File: src/rtl/sim_run_pkg.sv
// Shared types for the CPU test-harness run controller: FSM state encoding and result codes.
package sim_run_pkg;

  typedef enum logic [1:0] {
    ST_IDLE  = 2'd0,
    ST_RESET = 2'd1,
    ST_RUN   = 2'd2,
    ST_DONE  = 2'd3
  } state_e;

  localparam logic [1:0] RES_NONE    = 2'd0;
  localparam logic [1:0] RES_PASS    = 2'd1;
  localparam logic [1:0] RES_FAIL    = 2'd2;
  localparam logic [1:0] RES_TIMEOUT = 2'd3;

endpackage

File: src/rtl/run_timer.sv
// Loadable, clearable up-counter; term_o flags that the next enabled count reaches TERM.
module run_timer #(
  parameter int W    = 8,
  parameter int TERM = 1
) (
  input  logic         clk_i,
  input  logic         rst_n_i,
  input  logic         clr_i,
  input  logic         load_i,
  input  logic [W-1:0] load_val_i,
  input  logic         en_i,
  output logic [W-1:0] count_o,
  output logic         term_o
);

  logic [W-1:0] count_q, count_d;

  always_comb begin
    count_d = count_q;
    if (clr_i)       count_d = '0;
    else if (load_i) count_d = load_val_i;
    else if (en_i)   count_d = count_q + 1'b1;
  end

  always_ff @(posedge clk_i or negedge rst_n_i) begin
    if (!rst_n_i) count_q <= '0;
    else          count_q <= count_d;
  end

  assign count_o = count_q;
  assign term_o  = (count_q == W'(TERM - 1));

endmodule

File: src/rtl/sim_run_ctrl.sv
// Run controller: pulses DUT reset, watches the write bus for a pass/fail signature, enforces a timeout.
// Optional write logging of last RUN-phase write enabled by defining SIM_RUN_CTRL_WRLOG_EN.
module sim_run_ctrl
  import sim_run_pkg::*;
#(
  parameter int                RST_CYCLES     = 2,
  parameter int                TIMEOUT_CYCLES = 50,
  parameter int                NUM_RUNS       = 2,
  parameter int                ADDR_W         = 32,
  parameter int                DATA_W         = 32,
  parameter logic [ADDR_W-1:0] PASS_ADDR      = 32'd100,
  parameter logic [DATA_W-1:0] PASS_DATA      = 32'd7
) (
  input  logic                                  clk,
  input  logic                                  reset,
  input  logic                                  start,
  input  logic                                  mem_we,
  input  logic [ADDR_W-1:0]                     mem_addr,
  input  logic [DATA_W-1:0]                     mem_wdata,
  output logic                                  dut_reset,
  output logic                                  busy,
  output logic                                  done,
  output logic [1:0]                            result,
  output logic [$clog2(NUM_RUNS+1)-1:0]         run_idx,
  output logic [$clog2(TIMEOUT_CYCLES+1)-1:0]   cycle_count,
  output logic [15:0]                           wr_count,
  output logic [ADDR_W-1:0]                     last_wr_addr,
  output logic [DATA_W-1:0]                     last_wr_data
);

  localparam int CNT_W = $clog2(TIMEOUT_CYCLES + 1);
  localparam int RST_W = $clog2(RST_CYCLES + 1);
  localparam int IDX_W = $clog2(NUM_RUNS + 1);

  state_e           state_q, state_d;
  logic [1:0]       result_q, result_d;
  logic [IDX_W-1:0] run_idx_q, run_idx_d;
  logic [15:0]      wr_count_q, wr_count_d;
  logic             enter_reset, in_run, sig_hit;
  logic             rst_term, run_term;
  logic [RST_W-1:0] rst_count;

  assign in_run  = (state_q == ST_RUN);
  assign sig_hit = in_run && mem_we && (mem_addr == PASS_ADDR);

  run_timer #(.W(RST_W), .TERM(RST_CYCLES)) u_rst_timer (
    .clk_i(clk), .rst_n_i(reset), .clr_i(enter_reset), .load_i(1'b0),
    .load_val_i('0), .en_i(state_q == ST_RESET), .count_o(rst_count), .term_o(rst_term)
  );

  run_timer #(.W(CNT_W), .TERM(TIMEOUT_CYCLES)) u_run_timer (
    .clk_i(clk), .rst_n_i(reset), .clr_i(enter_reset), .load_i(1'b0),
    .load_val_i('0), .en_i(in_run), .count_o(cycle_count), .term_o(run_term)
  );

  // A signature on the timeout edge takes priority over the timeout.
  always_comb begin
    state_d     = state_q;
    result_d    = result_q;
    run_idx_d   = run_idx_q;
    enter_reset = 1'b0;
    case (state_q)
      ST_IDLE, ST_DONE: begin
        if (start) begin
          state_d     = ST_RESET;
          result_d    = RES_NONE;
          run_idx_d   = '0;
          enter_reset = 1'b1;
        end
      end
      ST_RESET: begin
        if (rst_term) state_d = ST_RUN;
      end
      ST_RUN: begin
        if (sig_hit) begin
          if (mem_wdata != PASS_DATA) begin
            result_d = RES_FAIL;
            state_d  = ST_DONE;
          end else if (run_idx_q < IDX_W'(NUM_RUNS - 1)) begin
            run_idx_d   = run_idx_q + 1'b1;
            state_d     = ST_RESET;
            enter_reset = 1'b1;
          end else begin
            result_d = RES_PASS;
            state_d  = ST_DONE;
          end
        end else if (run_term) begin
          result_d = RES_TIMEOUT;
          state_d  = ST_DONE;
        end
      end
      default: state_d = ST_IDLE;
    endcase
  end

  always_comb begin
    wr_count_d = wr_count_q;
    if (enter_reset)                                wr_count_d = '0;
    else if (in_run && mem_we && wr_count_q != 16'hFFFF) wr_count_d = wr_count_q + 16'd1;
  end

  always_ff @(posedge clk or negedge reset) begin
    if (!reset) begin
      state_q    <= ST_IDLE;
      result_q   <= RES_NONE;
      run_idx_q  <= '0;
      wr_count_q <= '0;
    end else begin
      state_q    <= state_d;
      result_q   <= result_d;
      run_idx_q  <= run_idx_d;
      wr_count_q <= wr_count_d;
    end
  end

`ifdef SIM_RUN_CTRL_WRLOG_EN
  logic [ADDR_W-1:0] last_addr_q, last_addr_d;
  logic [DATA_W-1:0] last_data_q, last_data_d;

  always_comb begin
    last_addr_d = last_addr_q;
    last_data_d = last_data_q;
    if (enter_reset) begin
      last_addr_d = '0;
      last_data_d = '0;
    end else if (in_run && mem_we) begin
      last_addr_d = mem_addr;
      last_data_d = mem_wdata;
    end
  end

  always_ff @(posedge clk or negedge reset) begin
    if (!reset) begin
      last_addr_q <= '0;
      last_data_q <= '0;
    end else begin
      last_addr_q <= last_addr_d;
      last_data_q <= last_data_d;
    end
  end

  assign last_wr_addr = last_addr_q;
  assign last_wr_data = last_data_q;
`else
  assign last_wr_addr = '0;
  assign last_wr_data = '0;
`endif

  assign dut_reset = (state_q != ST_RUN);
  assign busy      = (state_q == ST_RESET) || (state_q == ST_RUN);
  assign done      = (state_q == ST_DONE);
  assign result    = result_q;
  assign run_idx   = run_idx_q;
  assign wr_count  = wr_count_q;

endmodule

File: config.mk
export PLATFORM = sky130hd
export DESIGN_NAME = sim_run_ctrl
export DESIGN_NICKNAME = d
export VERILOG_FILES = /design/src/rtl/sim_run_pkg.sv /design/src/rtl/run_timer.sv /design/src/rtl/sim_run_ctrl.sv
export SDC_FILE = /design/constraint.sdc
export NUM_CORES = 1
export LEC_CHECK = 0
export CAP_MARGIN = 10
export CORE_AREA = 2 2 82 84
export CTS_CLUSTER_SIZE = 12
export DETAILED_ROUTE_END_ITERATION = 8
export DIE_AREA = 0 0 84 86
export GPL_TIMING_DRIVEN = 0
export PLACE_DENSITY = 0.82
export SETUP_SLACK_MARGIN = 0.02
export SLEW_MARGIN = 20
export SYNTH_ARGS = -nofsm -noshare
export SYNTH_HDL_FRONTEND = slang
export SYNTH_HIERARCHICAL = 1
export SYNTH_SLANG_ARGS = --single-unit
File: constraint.sdc
create_clock -name clk -period 5.93 [get_ports clk]
set_input_delay 0.8895 -clock clk [delete_from_list [all_inputs] [get_ports clk]]
set_output_delay 0.8895 -clock clk [all_outputs]
set_load 0.02 [all_outputs]
==> metrics.md, run 1 <==
| Metric | Value |
|---|---|
| Status | finished clean |
| Biggest area consumer among synthesized cells | dfrtp_1 |
| Max VDD drop | 149 uV |
| First-pass GRT wire length | 9.59 mm |
| Hold buffer count at cts | 0 |
| Ys async rst share | 1.00 |
| Pin count of the biggest net entering global routing | 31 |
| RSZ-0062 raised after global routing | false |
| Vias/cell | 4.26 |
| Antenna violations before repair | 0 |
| Max cap viols | 0 |
| Most frequent cells in the layout | clkdlybuf4s50_1, conb_1, buf_4 |
| Num rows | 29 |
| CP Cell Sequence | clkdlybuf4s50_1 -> nor4bb_1 -> nand4_1 -> nor4_4 -> nand3_4 -> a21oi_4 -> buf_6 -> o21bai_1 -> a31oi_1 |
| DR DRC count | 0 |
| Critical path endpoint | u_run_timer/count_o[5]$_DFFE_PN0P_ |
| Finished Layout Cells | 524 |
| CP endpoint kind | flip-flop |
| Setup Crit Path Kind | in -> reg |
| Nets | 523 |
| Std-Cell Core Area | 6280 um^2 |
| Clock buffer count from CTS | 5 |
| CTS tree | yes |
| Setup_tns | 0 ns |
| Post-Syn Instances | 265 |
| Worst-path clk slew | 0.07 ns |
| Power Density | 244 nW/um^2 |
| Initial Util | 0.380 |
| DRT Wirelength | 5.97 mm |
| Clock Skews | 0.00805 ns |
| P&R area growth vs syn | 60.2% |
| Htree depth | 2 |
| Post-cts sizing count | 0 |
| Most common cell after layout, fill and taps aside | clkdlybuf4s50_1 |
| All-Layer GR Usage | 0.163 |
| WHS | 0.529 ns |
| EDFF count, synth | 0 |
| Max-slew violations | 0 |
| Post-CTS setup buffers | 0 |
| Ports | 161 |
| Drt pass-1 iters | 4 |
| Critical path depth | 9 |
| Clock sink count | 30 |
| Post-route ant nets | 0 |
| Seq/Total Area, Yosys | 0.315 |
| Tmin final | 3.10 ns |
| Gr ovfl total | 0 |
| Dpl hpwl | 4.79 mm |
| DRT iter0 DRCs | 57 |
| Post-synth top area share | 0.315 |
| Clock Path Buffers | 2 |
| Critical-path top delay cell | nor4_4 |
| CP arrival | 3.26 ns |
| Port Buf Inserts | 96 |
| Buf/Inv on CP | 2 |
| Mean area per synthesized cell | 9.00 um^2 |
| Delay-heaviest family, CP | simple AND/OR/NAND/NOR gates |
| Yosys reg bits | 30 |
| Worst Max-Slew Pin Slew | 0.807 ns |
| Reg2reg start | state_q[0]$_DFFE_PN0P_ |
| Max incr delay on CP | 0.53 ns |
| Ys flop type | dfrtp_1 |
| FF-to-FF setup slack | 3.33 ns |
| Slew HR | 0.453 |
| Routed wire per std cell | 11.4 um |
| Endpoints failing setup | 0 |
| Die H | 86 um |
| Placed insts | 516 |
| Max Clock Freq | 0.323 GHz |
| Crit path from | mem_addr[6] |
| Fillers | 536 |
| Ys Warns | 6 |
| Worst EP required | 6.09 ns |
| R2R depth | 9 |
| Post-Syn Area | 2390 um^2 |
| RR Endpoint | u_run_timer/count_o[5]$_DFFE_PN0P_ |
| CP max FO | 18 |
| CTS root buf | clkbuf_8 |
| Ant diodes | 0 |
| Static Leak | 1.83 nW |
| Type of origin of the critical path | input pin |
| Die span in x | 84 um |
| Die area | 7220 um^2 |
| Top cells by area, synth | dfrtp_1, buf_4, xor2_1 |
| Total vias in the final route | 2,230 |
| Tcrit/Tclk final | 0.522 |
| Final Hold Fails | 0 |
| Clk Latency, worst-skew pair | 0.29 ns |
| Layout cells sized above 1 | 0.186 |
| Distinct cells, synth | 45 |
| Hold crit path type | reg -> reg |
| Vias in the first global route | 2,198 |
| Routability cong. | 0.787 |
## cell type report
cell class	instances	area, um^2	area share
buffer	67	507	0.133
clock buffer	7	86.3	0.0226
clock inverter	1	5.00	0.00131
inverter	12	45.0	0.0118
multi-input combinational	234	1380	0.360
sequential	30	751	0.196
tap	77	96.3	0.0252
timing repair buffer	96	956	0.250
## power breakdown
| group | switching (mW) | total [mW] | leakage, nW | internal, mW |
|---|---|---|---|---|
| registers | 0.0474 | 0.290 | 0.398 | 0.242 |
| clock network | 0.0785 | 0.172 | 0.0482 | 0.0935 |
| logic | 0.245 | 0.472 | 1.38 | 0.227 |
| total | 0.371 | 0.933 | 1.83 | 0.563 |
## per-stage QoR
stage	utilization	setup WS, ns	power, mW	area [um^2]
CTS	0.609	2.82	0.942	3820
floorplan	-	3.27	0.597	2680
detailed placement	0.594	2.52	0.765	3730
global placement	0.595	2.60	0.752	3740
finish	0.609	2.83	0.933	3820
global route	0.609	2.65	0.997	3820
## cells by family after synthesis
family                     Yosys count  synth area share
buffers and inverters               79             0.231
AOI/OAI and AO/OA                   21            0.0713
and+or+nand+nor                    100             0.239
muxes                                6            0.0252
xor gates and xnor gates            19            0.0697
adders and majority gates            9            0.0472
DFF                                 30             0.315
other                                1           0.00157
## layer usage
metal  wire (um)  global-route usage
met1        2180               0.158
met2        3190               0.319
met3         536              0.0597
met4          67              0.0499
met5           0                   0
## worst min-delay path by stage
| stage | startpoint | end | slack (ns) | depth (start not counted) |
|---|---|---|---|---|
| 6_report | result[0]$_DFFE_PN0P_ | result[0]$_DFFE_PN0P_ | 0.53 | 1 |
| 4_1_cts | result[0]$_DFFE_PN0P_ | result[0]$_DFFE_PN0P_ | 0.54 | 1 |
| 2_1_floorplan | state_q[1]$_DFFE_PN0P_ | state_q[1]$_DFFE_PN0P_ | 0.57 | 2 |
| 3_3_place_gp | result[1]$_DFFE_PN0P_ | result[1]$_DFFE_PN0P_ | 0.51 | 1 |
| 3_5_place_dp | result[0]$_DFFE_PN0P_ | result[0]$_DFFE_PN0P_ | 0.52 | 1 |
| 5_1_grt | result[0]$_DFFE_PN0P_ | result[0]$_DFFE_PN0P_ | 0.54 | 1 |
## cell usage after synthesis, drive strengths merged, types with 3 or more instances
library cell,instances
nand3,12
mux2i,6
xor2,13
and3,5
o21ai,3
nor3,3
nand2,15
inv,11
dfrtp,30
nand4,8
nor4,13
a21oi,4
buf,66
xnor2,6
a211oi,4
or3,3
nor2,25
nand2b,4
ha,9
## sequential cells by signal (all words and copies together) (netlist names)
register	cells
wr_count	16
u_run_timer/count_o	6
result	2
run_idx	2
state_q	2
u_rst_timer/count_o	2
No activity file was read; power rests on OpenSTA's default activity.
==> inputs of run 2 (changes only) <==
- CORE_AREA: 2 2 82 84 -> 2 2 89 91
- DIE_AREA: 0 0 84 86 -> 0 0 91 93
- PLACE_DENSITY: 0.82 -> 0.73
- clock period: 5.93 -> 2.8 ns (I/O delays scaled with it)
==> run 2 against run 1 <==
  * Worst hold slack got worse by 0.34 ns
  * Non-clock buffer count stayed put
  * Worst setup slack got worse by 2.6 ns
  * Critical path type unchanged
  * Largest power group unchanged
  * Highest routed layer unchanged
==> metrics.md, run 2 (same netlist as run 1, synthesis figures left out) <==
| Metric | Value |
|---|---|
| Status | finished clean |
| RR Endpoint | u_run_timer/count_o[5]$_DFFE_PN0P_ |
| Clock Skews | 0.00222 ns (-0.00583 ns) |
| Slew HR | 0.507 (+0.0534) |
| DRT Wirelength | 5.62 mm (-5.8%) |
| Fillers | 709 (+32%) |
| CTS tree | yes |
| Max FFs per register | 16 (unchanged) |
| Clk pwr share | 0.182 (-0.002) |
| Htree depth | 2 (unchanged) |
| FF-to-FF setup slack | 0.24 ns (-3.09 ns) |
| Reg2reg start | state_q[0]$_DFFE_PN0P_ |
| Setup_tns | 0 ns (unchanged) |
| Placed insts | 541 (+4.8%) |
| Design Area, Final | 3850 um^2 (+0.82%) |
| Port Buf Inserts | 96 (unchanged) |
| Std-Cell Core Area | 7530 um^2 (+20%) |
| Multi-input gate area | 1380 um^2 (unchanged) |
| CTS root buf | clkbuf_8 |
| Num rows | 32 (+10%) |
| Clock Path Buffers | 2 (unchanged) |
| Most frequent cells in the layout | clkdlybuf4s50_1, conb_1, buf_4 |
| Vias/cell | 3.97 (-6.7%) |
| Type of origin of the critical path | input pin |
| Gr ovfl total | 0 (unchanged) |
| Die area | 8460 um^2 (+17%) |
| P&R area growth vs syn | 61.5% |
| DRT iter0 DRCs | 41 (-28%) |
| Most common cell after layout, fill and taps aside | clkdlybuf4s50_1 |
| Crit path from | mem_addr[0] |
| Static Leak | 1.83 nW (unchanged) |
| Worst EP required | 2.96 ns (-3.13 ns) |
| DR DRC count | 0 (unchanged) |
| First-pass GRT wire length | 9.05 mm (-5.7%) |
| Setup Crit Path Kind | in -> reg |
| Dpl hpwl | 4.63 mm (-3.3%) |
| Power Density | 510 nW/um^2 (+110%) |
| Die span in x | 91 um (+8.3%) |
| Die H | 93 um (+8.1%) |
| Max VDD drop | 408 uV (+170%) |
| Vias in the first global route | 2,023 (-8.0%) |
| Critical path endpoint | u_run_timer/count_o[5]$_DFFE_PN0P_ |
| Clock buffer count from CTS | 5 (unchanged) |
| Routed wire per std cell | 10.2 um (-10%) |
| Layout cells sized above 1 | 0.186 (unchanged) |
| Drt pass-1 iters | 4 (unchanged) |
| Worst Max-Slew Pin Slew | 0.729 ns (-0.0788 ns) |
| Final WS setup | 0.200 ns (-2.63 ns) |
| Switching power | 773 uW (+110%) |
| Post-CTS setup buffers | 0 (unchanged) |
| Initial Util | 0.317 (-0.0631) |
| Max cap viols | 0 (unchanged) |
| Tmin final | 2.60 ns |
| Hold crit path type | in -> async |
| R2R depth | 9 (unchanged) |
| Clk Latency, worst-skew pair | 0.27 ns (-0.02 ns) |
| Placement Cell Area | 3760 um^2 (+0.84%) |
| Routability cong. | 0.810 (+2.9%) |
| Endpoints failing setup | 0 (unchanged) |
| Dpl ws | -0.155 ns (-2.68 ns) |
| Ports | 161 (unchanged) |
| Final Hold Fails | 0 (unchanged) |
| CP endpoint kind | flip-flop |
| RSZ-0062 raised after global routing | false |
| Pin count of the biggest net entering global routing | 31 (unchanged) |
| Clock sink count | 30 (unchanged) |
| WHS | 0.189 ns (-0.340 ns) |
| Post-cts sizing count | 0 (unchanged) |
| Net switching fraction of the power | 0.393 (-0.00355) |
| Total vias in the final route | 2,179 (-2.3%) |
| Worst-path clk slew | 0.06 ns (about the same) |
| Tcrit/Tclk final | 0.928 |
| Max Clock Freq | 0.385 GHz |
| Nets | 523 (unchanged) |
| Comb pwr share | 0.505 (about the same) |
| Sequential Power Share | 0.313 (+0.003) |
| Int Pwr | 1.19 mW (+110%) |
| Max-slew violations | 0 (unchanged) |
| All-Layer GR Usage | 0.129 (-0.0337) |
| CP arrival | 2.75 ns (-0.51 ns) |
| Antenna violations before repair | 0 (unchanged) |
| Ant diodes | 0 (unchanged) |
| Post-route ant nets | 0 (unchanged) |
| Finished Layout Cells | 549 (+4.8%) |
| Storage cell area | 751 um^2 (unchanged) |
| CP max FO | 18 (unchanged) |
-- run 2: power groups by stage --
| stage | Clock, mW | Sequential, mW | Combinational (mW) |
|---|---|---|---|
| after floorplan | 0 | 0.663 | 0.601 |
| after global placement | 0 | 0.618 | 0.986 |
| after detailed placement | 0 | 0.624 | 0.997 |
| after CTS | 0.369 | 0.617 | 1.00 |
| after global routing | 0.399 | 0.628 | 1.09 |
| final | 0.357 | 0.615 | 0.991 |
-- run 2: what timing repair did --
item,in CTS,in global routing
endpoints found under the setup margin,0,1
hold buffers,0,0
hold endpoints to repair,0,0
-- run 2: final cells by class --
class | count | area share
Inverter | 12 | 0.0117
Clock buffer | 7 | 0.0224
Multi-Input combinational cell | 234 | 0.357
Tap cell | 102 | 0.0331
Buffer | 67 | 0.131
Clock inverter | 1 | 0.00130
Sequential cell | 30 | 0.195
Timing Repair Buffer | 96 | 0.248
-- run 2: worst min path at each step --
stage                     cells after the start  slack (ns)                  start                  endpoint
final                                         1        0.19                  reset  wr_count[11]$_DFFE_PN0P_
after global routing                          1        0.24                  reset   wr_count[1]$_DFFE_PN0P_
after CTS                                     1        0.21                  reset  wr_count[11]$_DFFE_PN0P_
after detailed placement                      1        0.49  result[0]$_DFFE_PN0P_     result[0]$_DFFE_PN0P_
after global placement                        1        0.48  result[1]$_DFFE_PN0P_     result[1]$_DFFE_PN0P_
after floorplan                               0        0.12                  reset     result[0]$_DFFE_PN0P_
-- run 2: through the flow --
stage | utilization | power, mW
finish | 0.512 | 1.96
floorplan | - | 1.26
detailed placement | 0.500 | 1.62
CTS | 0.512 | 1.99
global placement | 0.500 | 1.60
global route | 0.512 | 2.12
-- run 2: critical path, stage by stage --
cell and delay, ns:
clkdlybuf4s50_1 0.40, or4b_4 0.54, nor4_4 0.49, nand3_4 0.18, a21oi_4 0.31, buf_6 0.24, o21bai_1 0.13, a31oi_1 0.04
-- run 2: layer usage --
layer  up-vias  global-route usage  share of wire
met5         -                   0              0
met4         0              0.0303         0.0034
met3         2              0.0419          0.093
met2        96               0.241           0.50
met1       947               0.142           0.40
li1       1134                   -              -
==> inputs of run 3 (changes only) <==
--- a/config.mk
+++ b/config.mk
@@ -7,3 +7,2 @@
 export LEC_CHECK = 0
-export CAP_MARGIN = 10
 export CORE_AREA = 2 2 89 91
==> constraint.sdc (replaced) <==
create_clock -name clk -period 2.8 [get_ports clk]
set_input_delay 0.56 -clock clk [delete_from_list [all_inputs] [get_ports clk]]
set_output_delay 0.56 -clock clk [all_outputs]
set_load 0.005 [all_outputs]
==> run 3 against run 2 <==
  * Clock power hardly changed
  * Cell area is 0.78% higher
  * Global-route usage stayed put
  * Largest cell class unchanged
==> metrics.md, run 3 (same netlist as run 1, synthesis figures left out) <==
| Metric | Value |
|---|---|
| Worst EP required | 2.96 ns (about the same) |
| Fillers | 705 (-0.56%) |
| CTS root buf | clkbuf_8 |
| All-Layer GR Usage | 0.129 (unchanged) |
| Nets | 527 (+0.76%) |
| Die span in x | 91 um (unchanged) |
| Drt pass-1 iters | 4 (unchanged) |
| P&R area growth vs syn | 62.8% |
| RSZ-0062 raised after global routing | false |
| Worst Max-Slew Pin Slew | 0.730 ns (+0.00170 ns) |
| Final Hold Fails | 0 (unchanged) |
| First-pass GRT wire length | 9.05 mm (unchanged) |
| Worst-path clk slew | 0.06 ns (about the same) |
| R2R depth | 9 (unchanged) |
| CP arrival | 2.75 ns (about the same) |
| Initial Util | 0.317 (unchanged) |
| Htree depth | 2 (unchanged) |
| Tcrit/Tclk final | 0.927 (-0.00161) |
| CP max FO | 18 (unchanged) |
| DR top layer | met4 |
| Type of origin of the critical path | input pin |
| FF-to-FF setup slack | 0.42 ns (+0.18 ns) |
| Max Clock Freq | 0.385 GHz (+0.17%) |
| Slew HR | 0.506 (-0.00115) |
| Total vias in the final route | 2,209 (+1.4%) |
| Max FFs per register | 16 (unchanged) |
| RR Endpoint | u_run_timer/count_o[5]$_DFFE_PN0P_ |
| Clock Path Buffers | 2 (unchanged) |
| Dpl hpwl | 4.63 mm (unchanged) |
| Num rows | 32 (unchanged) |
| Endpoints failing setup | 0 (unchanged) |
| CTS tree | yes |
| Clock buffer count from CTS | 5 (unchanged) |
| Static Leak | 1.85 nW (+1.2%) |
| Tmin final | 2.60 ns (-0.00452 ns) |
| Routed wire per std cell | 10.2 um (about the same) |
| Power Density | 473 nW/um^2 (-7.1%) |
| Post-route ant nets | 0 (unchanged) |
| CP endpoint kind | flip-flop |
| Most frequent cells in the layout | clkdlybuf4s50_1, conb_1, buf_4 |
| Storage cell area | 751 um^2 (unchanged) |
| Ant diodes | 0 (unchanged) |
| Most common cell after layout, fill and taps aside | clkdlybuf4s50_1 |
| Pin count of the biggest net entering global routing | 31 (unchanged) |
| Clock Skews | 0.00194 ns (-0.000281 ns) |
| Crit path from | mem_addr[6] |
| Vias/cell | 3.99 (+0.64%) |
| Port Buf Inserts | 96 (unchanged) |
| Max cap viols | 0 (unchanged) |
| Clock sink count | 30 (unchanged) |
| Max-slew violations | 0 (unchanged) |
| Die area | 8460 um^2 (unchanged) |
| Setup Crit Path Kind | in -> reg |
| DRT Wirelength | 5.66 mm (+0.66%) |
| Die H | 93 um (unchanged) |
| WL met3 | 533 um (+2.3%) |
| DRT iter0 DRCs | 45 (+9.8%) |
| Layout cells sized above 1 | 0.193 (+0.00722) |
| Std-Cell Core Area | 7530 um^2 (unchanged) |
| Antenna violations before repair | 0 (unchanged) |
| WL met2 | 2.87 mm (+1.6%) |
| Status | finished clean |
| Routability cong. | 0.810 (unchanged) |
| Vias in the first global route | 2,026 (+0.15%) |
| Multi-input gate area | 1380 um^2 (unchanged) |
| Clk Latency, worst-skew pair | 0.27 ns (about the same) |
| Wire length on met1 | 2.23 mm (-1.4%) |
| Max VDD drop | 365 uV (-11%) |
| WHS | 0.324 ns (+0.135 ns) |
| Gr ovfl total | 0 (unchanged) |
| Power Total | 1.84 mW (-6.4%) |
| Critical path endpoint | u_run_timer/count_o[5]$_DFFE_PN0P_ |
| Reg2reg start | state_q[0]$_DFFE_PN0P_ |
| Ports | 161 (unchanged) |
| DR DRC count | 0 (unchanged) |
| Hold crit path type | in -> async |
run 3: what timing repair did:
item,CTS,global route
pin swaps,1,2
setup buffers,0,4
setup endpoints to repair,1,2
gates resized for setup,0,0
hold buffers,0,0
endpoints found under the hold margin,0,0
run 3: area by class of cell:
class | instances | area share
multi-input cells | 234 | 0.354
flip-flops and latches | 30 | 0.193
clock buffers | 7 | 0.0222
clock inverters | 1 | 0.00129
inverters | 12 | 0.0116
plain buffers | 67 | 0.130
well taps | 102 | 0.0329
repair buffers | 100 | 0.254
run 3: per-stage QoR:
step | cell area [um^2] | utilization | TNS, ns | instances | setup WS [ns]
floorplan | 2680 | - | 0 | 343 | 0.474
global placement | 3770 | 0.500 | -2.82 | 541 | -0.267
detailed placement | 3760 | 0.500 | -3.23 | 541 | -0.295
CTS | 3850 | 0.512 | 0 | 549 | 0.0441
global route | 3880 | 0.516 | 0 | 553 | 0.0545
finish | 3880 | 0.516 | 0 | 553 | 0.205
run 3: routing by layer:
layer,vias to the layer above,track usage
met2,100,0.240
met1,964,0.141
met4,0,0.0328
met5,-,0
li1,1141,-
met3,4,0.0427
run 3: critical path, stage by stage:
cell and delay, ns:
clkdlybuf4s50_1 0.44, nor4bb_1 0.32, nand4_1 0.19, nor4_4 0.44, nand3_4 0.16, a21oi_4 0.23, buf_6 0.22, o21bai_1 0.13
a31oi_1 0.04
run 3: how the worst min path moves through the flow:
stage | from | to | slack (ns) | cells after the start
3_3_place_gp | result[1]$_DFFE_PN0P_ | result[1]$_DFFE_PN0P_ | 0.48 | 1
3_5_place_dp | result[0]$_DFFE_PN0P_ | result[0]$_DFFE_PN0P_ | 0.49 | 1
6_report | reset | wr_count[11]$_DFFE_PN0P_ | 0.32 | 1
5_1_grt | reset | wr_count[1]$_DFFE_PN0P_ | 0.38 | 1
2_1_floorplan | reset | result[0]$_DFFE_PN0P_ | 0.26 | 0
4_1_cts | reset | wr_count[11]$_DFFE_PN0P_ | 0.35 | 1
run 3: power by group:
part           internal, mW  leakage, nW  switching, mW
clock network         0.198       0.0482          0.159
logic                 0.489         1.41          0.376
registers             0.513        0.398          0.102
total                  1.20         1.85          0.638
